File: config.mk
export PLATFORM = sky130hd
export DESIGN_NAME = regfile_mp
export DESIGN_NICKNAME = d
export VERILOG_FILES = /design/src/rtl/common.sv /design/src/rtl/regfile_scoreboard.sv /design/src/rtl/regfile_mp.sv
export SDC_FILE = /design/constraint.sdc
export NUM_CORES = 2
export LEC_CHECK = 0
export CAP_MARGIN = 25
export CELL_PAD_IN_SITES_DETAIL_PLACEMENT = 1
export CELL_PAD_IN_SITES_GLOBAL_PLACEMENT = 1
export CORE_MARGIN = 4
export CORE_UTILIZATION = 35
export DETAILED_ROUTE_END_ITERATION = 12
export HOLD_SLACK_MARGIN = 0.1
export PLACE_DENSITY_LB_ADDON = 0.1
export SKIP_LAST_GASP = 1
export SLEW_MARGIN = 15
export SYNTH_ARGS = -nofsm -noshare
export SYNTH_HDL_FRONTEND = slang
export SYNTH_SLANG_ARGS = --single-unit
File: constraint.sdc
create_clock -name clk -period 87.3 [get_ports clk]
set_clock_uncertainty 0.05 [all_clocks]
set_input_delay 17.46 -clock clk [delete_from_list [all_inputs] [get_ports clk]]
set_output_delay 17.46 -clock clk [all_outputs]
set_load 0.01 [all_outputs]
File: src/rtl/common.sv
// Shared core types and register-file sizing constants.
package common;

    localparam int REGFILE_NREG_DEFAULT = 32;
    localparam int REGFILE_MAX_READ     = 4;
    localparam int REGFILE_MAX_WRITE    = 2;

    typedef logic [63:0] u64;
    typedef logic [$clog2(REGFILE_NREG_DEFAULT)-1:0] creg_addr_t;

endpackage

File: src/rtl/regfile_scoreboard.sv
// Per-register busy bits: set on issue, cleared on writeback, wiped by flush.
module regfile_scoreboard
    import common::*;
#(
    parameter int NREG = REGFILE_NREG_DEFAULT,
    parameter int AW   = $clog2(NREG)
) (
    input  logic            clk,
    input  logic            reset,
    input  logic            issue,
    input  logic [AW-1:0]   issue_rd,
    input  logic [NREG-1:0] wb_clr,
    input  logic            flush,
    output logic [NREG-1:0] busy
);

    logic [NREG-1:0] busy_next;

    // Set is applied after clear so a new producer supersedes the retiring one.
    always_comb begin
        busy_next = busy & ~wb_clr;
        if (issue && issue_rd != '0) begin
            busy_next[issue_rd] = 1'b1;
        end
        busy_next[0] = 1'b0;
    end

    always_ff @(posedge clk or posedge reset) begin
        if (reset) begin
            busy <= '0;
        end else if (flush) begin
            busy <= '0;
        end else begin
            busy <= busy_next;
        end
    end

endmodule

File: src/rtl/regfile_mp.sv
// Multi-port 64-bit register file with x0 hardwired to zero and a RAW busy scoreboard.
// Define REGFILE_BYPASS_EN for same-cycle write-to-read forwarding.
module regfile_mp
    import common::*;
#(
    parameter int NREAD  = 2,
    parameter int NWRITE = 1,
    parameter int NREG   = REGFILE_NREG_DEFAULT,
    parameter int AW     = $clog2(NREG)
) (
    input  logic                        clk,
    input  logic                        reset,
    input  logic [NREAD-1:0][AW-1:0]    ra,
    output u64   [NREAD-1:0]            rd,
    output logic [NREAD-1:0]            rbusy,
    input  logic [NWRITE-1:0]           wvalid,
    input  logic [NWRITE-1:0][AW-1:0]   wa,
    input  u64   [NWRITE-1:0]           wd,
    input  logic                        iss_valid,
    input  logic [AW-1:0]               iss_rd,
    input  logic                        flush,
    output logic                        busy_any
);

    // wvalid and iss_valid are single-cycle qualifiers with no ready: whatever
    // is presented before an edge commits at that edge, there is no stalling.

    u64              regs [NREG];
    logic [NREG-1:0] busy;
    logic [NREG-1:0] wb_clr;
    logic [NWRITE-1:0] wq;

    always_comb begin
        wb_clr = '0;
        for (int i = 0; i < NWRITE; i++) begin
            wq[i] = wvalid[i] && (wa[i] != '0);
            if (wq[i]) begin
                wb_clr[wa[i]] = 1'b1;
            end
        end
    end

    // Later ports are assigned last, so the highest qualified index wins a conflict.
    always_ff @(posedge clk or posedge reset) begin
        if (reset) begin
            for (int k = 0; k < NREG; k++) begin
                regs[k] <= '0;
            end
        end else begin
            for (int i = 0; i < NWRITE; i++) begin
                if (wq[i]) begin
                    regs[wa[i]] <= wd[i];
                end
            end
        end
    end

    regfile_scoreboard #(
        .NREG (NREG),
        .AW   (AW)
    ) u_scoreboard (
        .clk      (clk),
        .reset    (reset),
        .issue    (iss_valid),
        .issue_rd (iss_rd),
        .wb_clr   (wb_clr),
        .flush    (flush),
        .busy     (busy)
    );

    always_comb begin
        for (int j = 0; j < NREAD; j++) begin
            rd[j]    = (ra[j] == '0) ? '0 : regs[ra[j]];
            rbusy[j] = busy[ra[j]];
`ifdef REGFILE_BYPASS_EN
            for (int i = 0; i < NWRITE; i++) begin
                if (wq[i] && wa[i] == ra[j]) begin
                    rd[j]    = wd[i];
                    rbusy[j] = busy[ra[j]] && iss_valid && (iss_rd == ra[j]);
                end
            end
`endif
        end
    end

    assign busy_any = |busy;

endmodule
# --- After elaboration in Yosys (flattened, before gate mapping) ---
# Cells that the tools add are included.
# W data, S select, Z words.
op_classes:
  reduce_logical: 10
  n_bitwise: 6
  magnitude_cmp: 10
  mux: 22
ops:
  columns: ["op", "count"]
  rows:
  - ["$bwmux W2048", 1]
  - ["$bmux W64 S5", 2]
  - ["$mux W64", 7]
  - ["$demux W64 S5", 1]
  - ["$mux W32", 3]
  - ["$and A32 B32 Y32", 1]
  - ["$not A32 Y32", 1]
  - ["$or A32 B32 Y32", 1]
  - ["$reduce_or A32 Y1", 1]
  - ["$lt A5 B6 Y1 const B", 4]
  - ["$ge A6 B6 Y1 const B", 3]
  - ["$not A5 Y6", 3]
  - ["$bmux W1 S5", 2]
  - ["$demux W1 S5", 2]
  - ["$ge A5 B1 Y1 const B", 2]
  - ["$logic_not A5 Y1", 2]
  - ["$reduce_bool A5 Y1", 2]
  - ["$lt A6 B1 Y1 const B", 1]
  - ["$logic_and A1 B1 Y1", 5]
  - ["$mux W1", 4]
totals:
  regBits: 2080
  elab_cells: 81
  input_bits: 89
  out_inout_bits: 131

# --- Logic depth before layout (Yosys ltp) ---
depth:
  ltp_word: 10
  mapped_depth: 10

# --- Modules after synthesis ---
# Synthesis repeated with hierarchy kept, for this count alone.
unflattened:
  hier_cells: 7161
  hier_area_um2: 109981.7
modules_own_cells:
  columns: ["module", "seq_area_each_um2", "cells_each", "area_each_um2", "instances"]
  rows:
  - ["regfile_mp", 51249.2, 7042, 108571.6, 1]
  - ["regfile_scoreboard", 775.7, 119, 1410.1, 1]

# --- Worst setup path before layout ---
# No wires, ideal clock.
synth_timing:
  path_kind: "input to output"
  start: "input port ra[6] in the netlist's numbering"
  end: "output port rd[71] in the netlist's numbering"
  setup_slack_ns: 50.597
  cell_stages: 8
  t_required_ns: 69.790
  t_arrival_ns: 19.193
  path_cell_list: "buf_6 buf_6 buf_6 clkbuf_1 mux4_2 mux4_2 nand2_1 o221ai_1"
synth_lines:
  columns: ["element", "line", "rtl"]
  rows:
  - ["start: declaration", "regfile_mp.sv:13", "input logic [NREAD-1:0][AW-1:0] ra,"]
  - ["end: declaration", "regfile_mp.sv:14", "output u64 [NREAD-1:0] rd,"]

==> flow_summary.yaml <==
critical_path:
  critPathLaunchType: "input port"
  critical_path_buf_inv_count: 6
  criticalPathCategory: "in -> out"
  r2r_slack_ns: 86.41
  cpLargestDelayFamily: "buffers and inverters"
  slowest_delay_ns: 0.74
  reg2regPathDepth: 2
  end_kind: "primary output"
  cp_slowest_cell: "buf_4"
  cp.required_ns: 69.79
  crit-reg2reg-capture: "u_scoreboard.busy[17]$_DFF_PP0_"
  crit_fanout: 82
  r2r-start: "u_scoreboard.busy[17]$_DFF_PP0_"
  crit_chain: "buf_8, buf_12, buf_4, buf_12, buf_4, mux4_2, mux4_2, nand2_1, o221ai_1, clkdlybuf4s50_1"
  worstPathArrival_ns: 22.94
cells_and_area:
  finish.instance_area_um2: 125000
  nets: 6925
  fin_util_pct: 40.01
  drive_above_1_share_pct: 50.15
  synthToLayoutAreaGrowth_pct: 13.56
min_path:
  hold_depth: 0
  hold_end: "regs[1994]$_DFFE_PP0P_"
  hold_class: "reg -> reg"
  min_from: "regs[1994]$_DFFE_PP0P_"
cts:
  cts_tree: "yes"
  cts-root-buf: "clkbuf_16"
  clock_path_buffers: 4
  clock_latency_ns: 0.89
  clk_pin_slew_ns: 0.06
  cts-htree-levels: 4
  hold_buffers: 0
  postCtsResizedCells: 0
  post_cts_buffers: 0
  cts_sinks: 2079
  cts_buffers: 244
timing:
  relSlewSlack_pct: 23.52
  tightest_slew_ns: 1.147
  period_share_pct: 46.34
  hold_viol_final: 0
  whs_ns: 0.3415
  fmax_mhz: 24.72
  setup_viol: 0
  rsz0062_at_grt: "false"
  setup_ws_ns: 46.85
  period_minus_slack_ns: 40.45
  finalMaxSlewViolations: 0
  finalSetupTns_ns: 0
logic_synthesis:
  synth_edf_count: 0
  seq_area_frac_synth_pct: 47.26
  ys_ff_latch: 2079
  synthArstFlopShare_pct: 100.0
  synthCells: 6936
  yosysTopAreaCell: "dfrtp_1"
  synth_area_leaders: "dfrtp_1 47%, mux4_2 23%, mux2_2 18%, mux2_1 3.5%, mux2i_1 1.8%"
  yosys-top-cells-count: "2079 x dfrtp_1, 1725 x mux2_2, 1109 x mux4_2"
  synthesis.area_um2: 110100
  ys_types: 54
  syn_area_per_cell_um2: 15.87
  yosysMostFrequentCell: "dfrtp_1"
  yosysWarnings: 0
  synth_top_area_share_pct: 47.26
  ys.flop_type: "dfrtp_1"
  synth_nets: 7025
route:
  first_iter_violations: 4480
  drtPass1Iterations: 7
  wl_per_cell_um: 34.56
  routed_wl_um: 386500
  vias_per_cell: 5.939
  vias: 66420
  ant_nets: 0
  route.detailed.drc: 0
pwr:
  sw_frac_of_total_pct: 27.23
  p_int_mw: 2.138
  power.share.sequential_pct: 43.4
  powerDensity_nw_per_um2: 23.51
  power.leakage_nw: 53.18
  switching_power_mw: 0.8002
  comb_power_share_pct: 20.2
  ir_worst_vdd_mv: 0.01778
  p_clk_share_pct: 36.3
grt:
  antenna_found_initial: 25
  grt_max_degree: 162
  gr-total-overflow: 0
  grtUsageTotal_pct: 23.71
  grt_pass1_vias: 72820
  grt_pass1_wl_um: 560800
floorplan:
  die_h_um: 568.8
  io_pins: 220
  chipWidth_um: 568.8
  fp-row-count: 205
  core_area_um2: 312400
  initial_core_util_pct: 35.24
  die_area_um2: 323600
place:
  place_ws_ns: 46.69
  post-dp-hpwl_um: 219300
  place_congestion: 0.7533
  place_area_um2: 115900
  portBuffers: 219
outcome:
  status: "finished, final reports clean"
flow_run:
  drv_cap: 0
cell type report:
type,count,area [um^2]
Inverter,2,15.01
Tap cell,4140,5180
Clock inverter,78,1055
Multi-Input combinational cell,4034,54440
Fill cell,30470,187400
Sequential cell,2079,52020
Clock buffer,369,7222
Antenna cell,7,17.52
Timing Repair Buffer,475,5060
cell families after synthesis:
group,share of synthesized area (%)
buffers and inverters,3.518
AND/OR/NAND/NOR,1.448
AO/OA/AOI/OAI,2.004
multiplexers,45.77
flip-flops,47.26
power by group through the flow:
stage | sequential [mW] | combinational [mW] | clock [mW]
finish | 1.28 | 0.595 | 1.07
floorplan | 1.25 | 0.451 | 0
global route | 1.30 | 0.640 | 1.14
global placement | 1.28 | 0.584 | 0
detailed placement | 1.29 | 0.598 | 0
CTS | 1.27 | 0.601 | 1.10
worst reg2reg max path: cells and delay by family (launching register included):
family / cells / cell delay [ns]
AO/OA/AOI/OAI: 1 / 0.23
flip-flops: 1 / 0.42
AND/OR/NAND/NOR: 1 / 0.07
layer usage:
layer  GRT usage, %  wire (um)  part of all wire [%]  vias to the layer above
li1               -          -                     -                    26800
met1          32.81     171900                    44                    37770
met2          40.03     190900                    49                     1356
met3          2.383      12970                   3.4                      489
met4          6.131      10720                   2.8                        6
met5              0         38                0.0098                        -
flip-flops by register name, indices dropped and copies added, names as in the netlist:
signal,count
regs,2048
u_scoreboard.busy,31
through the flow:
| stage | cells | power [mW] |
|---|---|---|
| after floorplan | 6936 | 1.702 |
| final | 11180 | 2.938 |
| after global routing | 11180 | 3.079 |
| after CTS | 11120 | 2.971 |
| after global placement | 10650 | 1.860 |
| after detailed placement | 10680 | 1.887 |
worst max path at each step:
| stage | start | end | slack [ns] | cells after the start |
|---|---|---|---|---|
| floorplan | reset | regs[0]$_DFFE_PP0P_ | 11.06 | 1 |
| global placement | ra[5] | rd[105] | 46.67 | 11 |
| detailed placement | ra[5] | rd[111] | 46.69 | 10 |
| CTS | ra[5] | rd[111] | 46.70 | 10 |
| global route | ra[5] | rd[111] | 46.48 | 10 |
| finish | ra[5] | rd[111] | 46.85 | 10 |
layout by cell type (no fill, tap or decap), drive strengths merged, types with 22 or more instances in the layout:
cell type	count
a22o	23
o221ai	64
a22oi	83
mux4	1114
nor2	104
clkinv	52
a21oi	23
mux2	2066
buf	267
mux2i	201
dfrtp	2079
clkdlybuf4s50	206
a31oi	67
nand2	168
clkbuf	371
bufinv	22
Note: power is estimated with default switching activity, not from simulation.
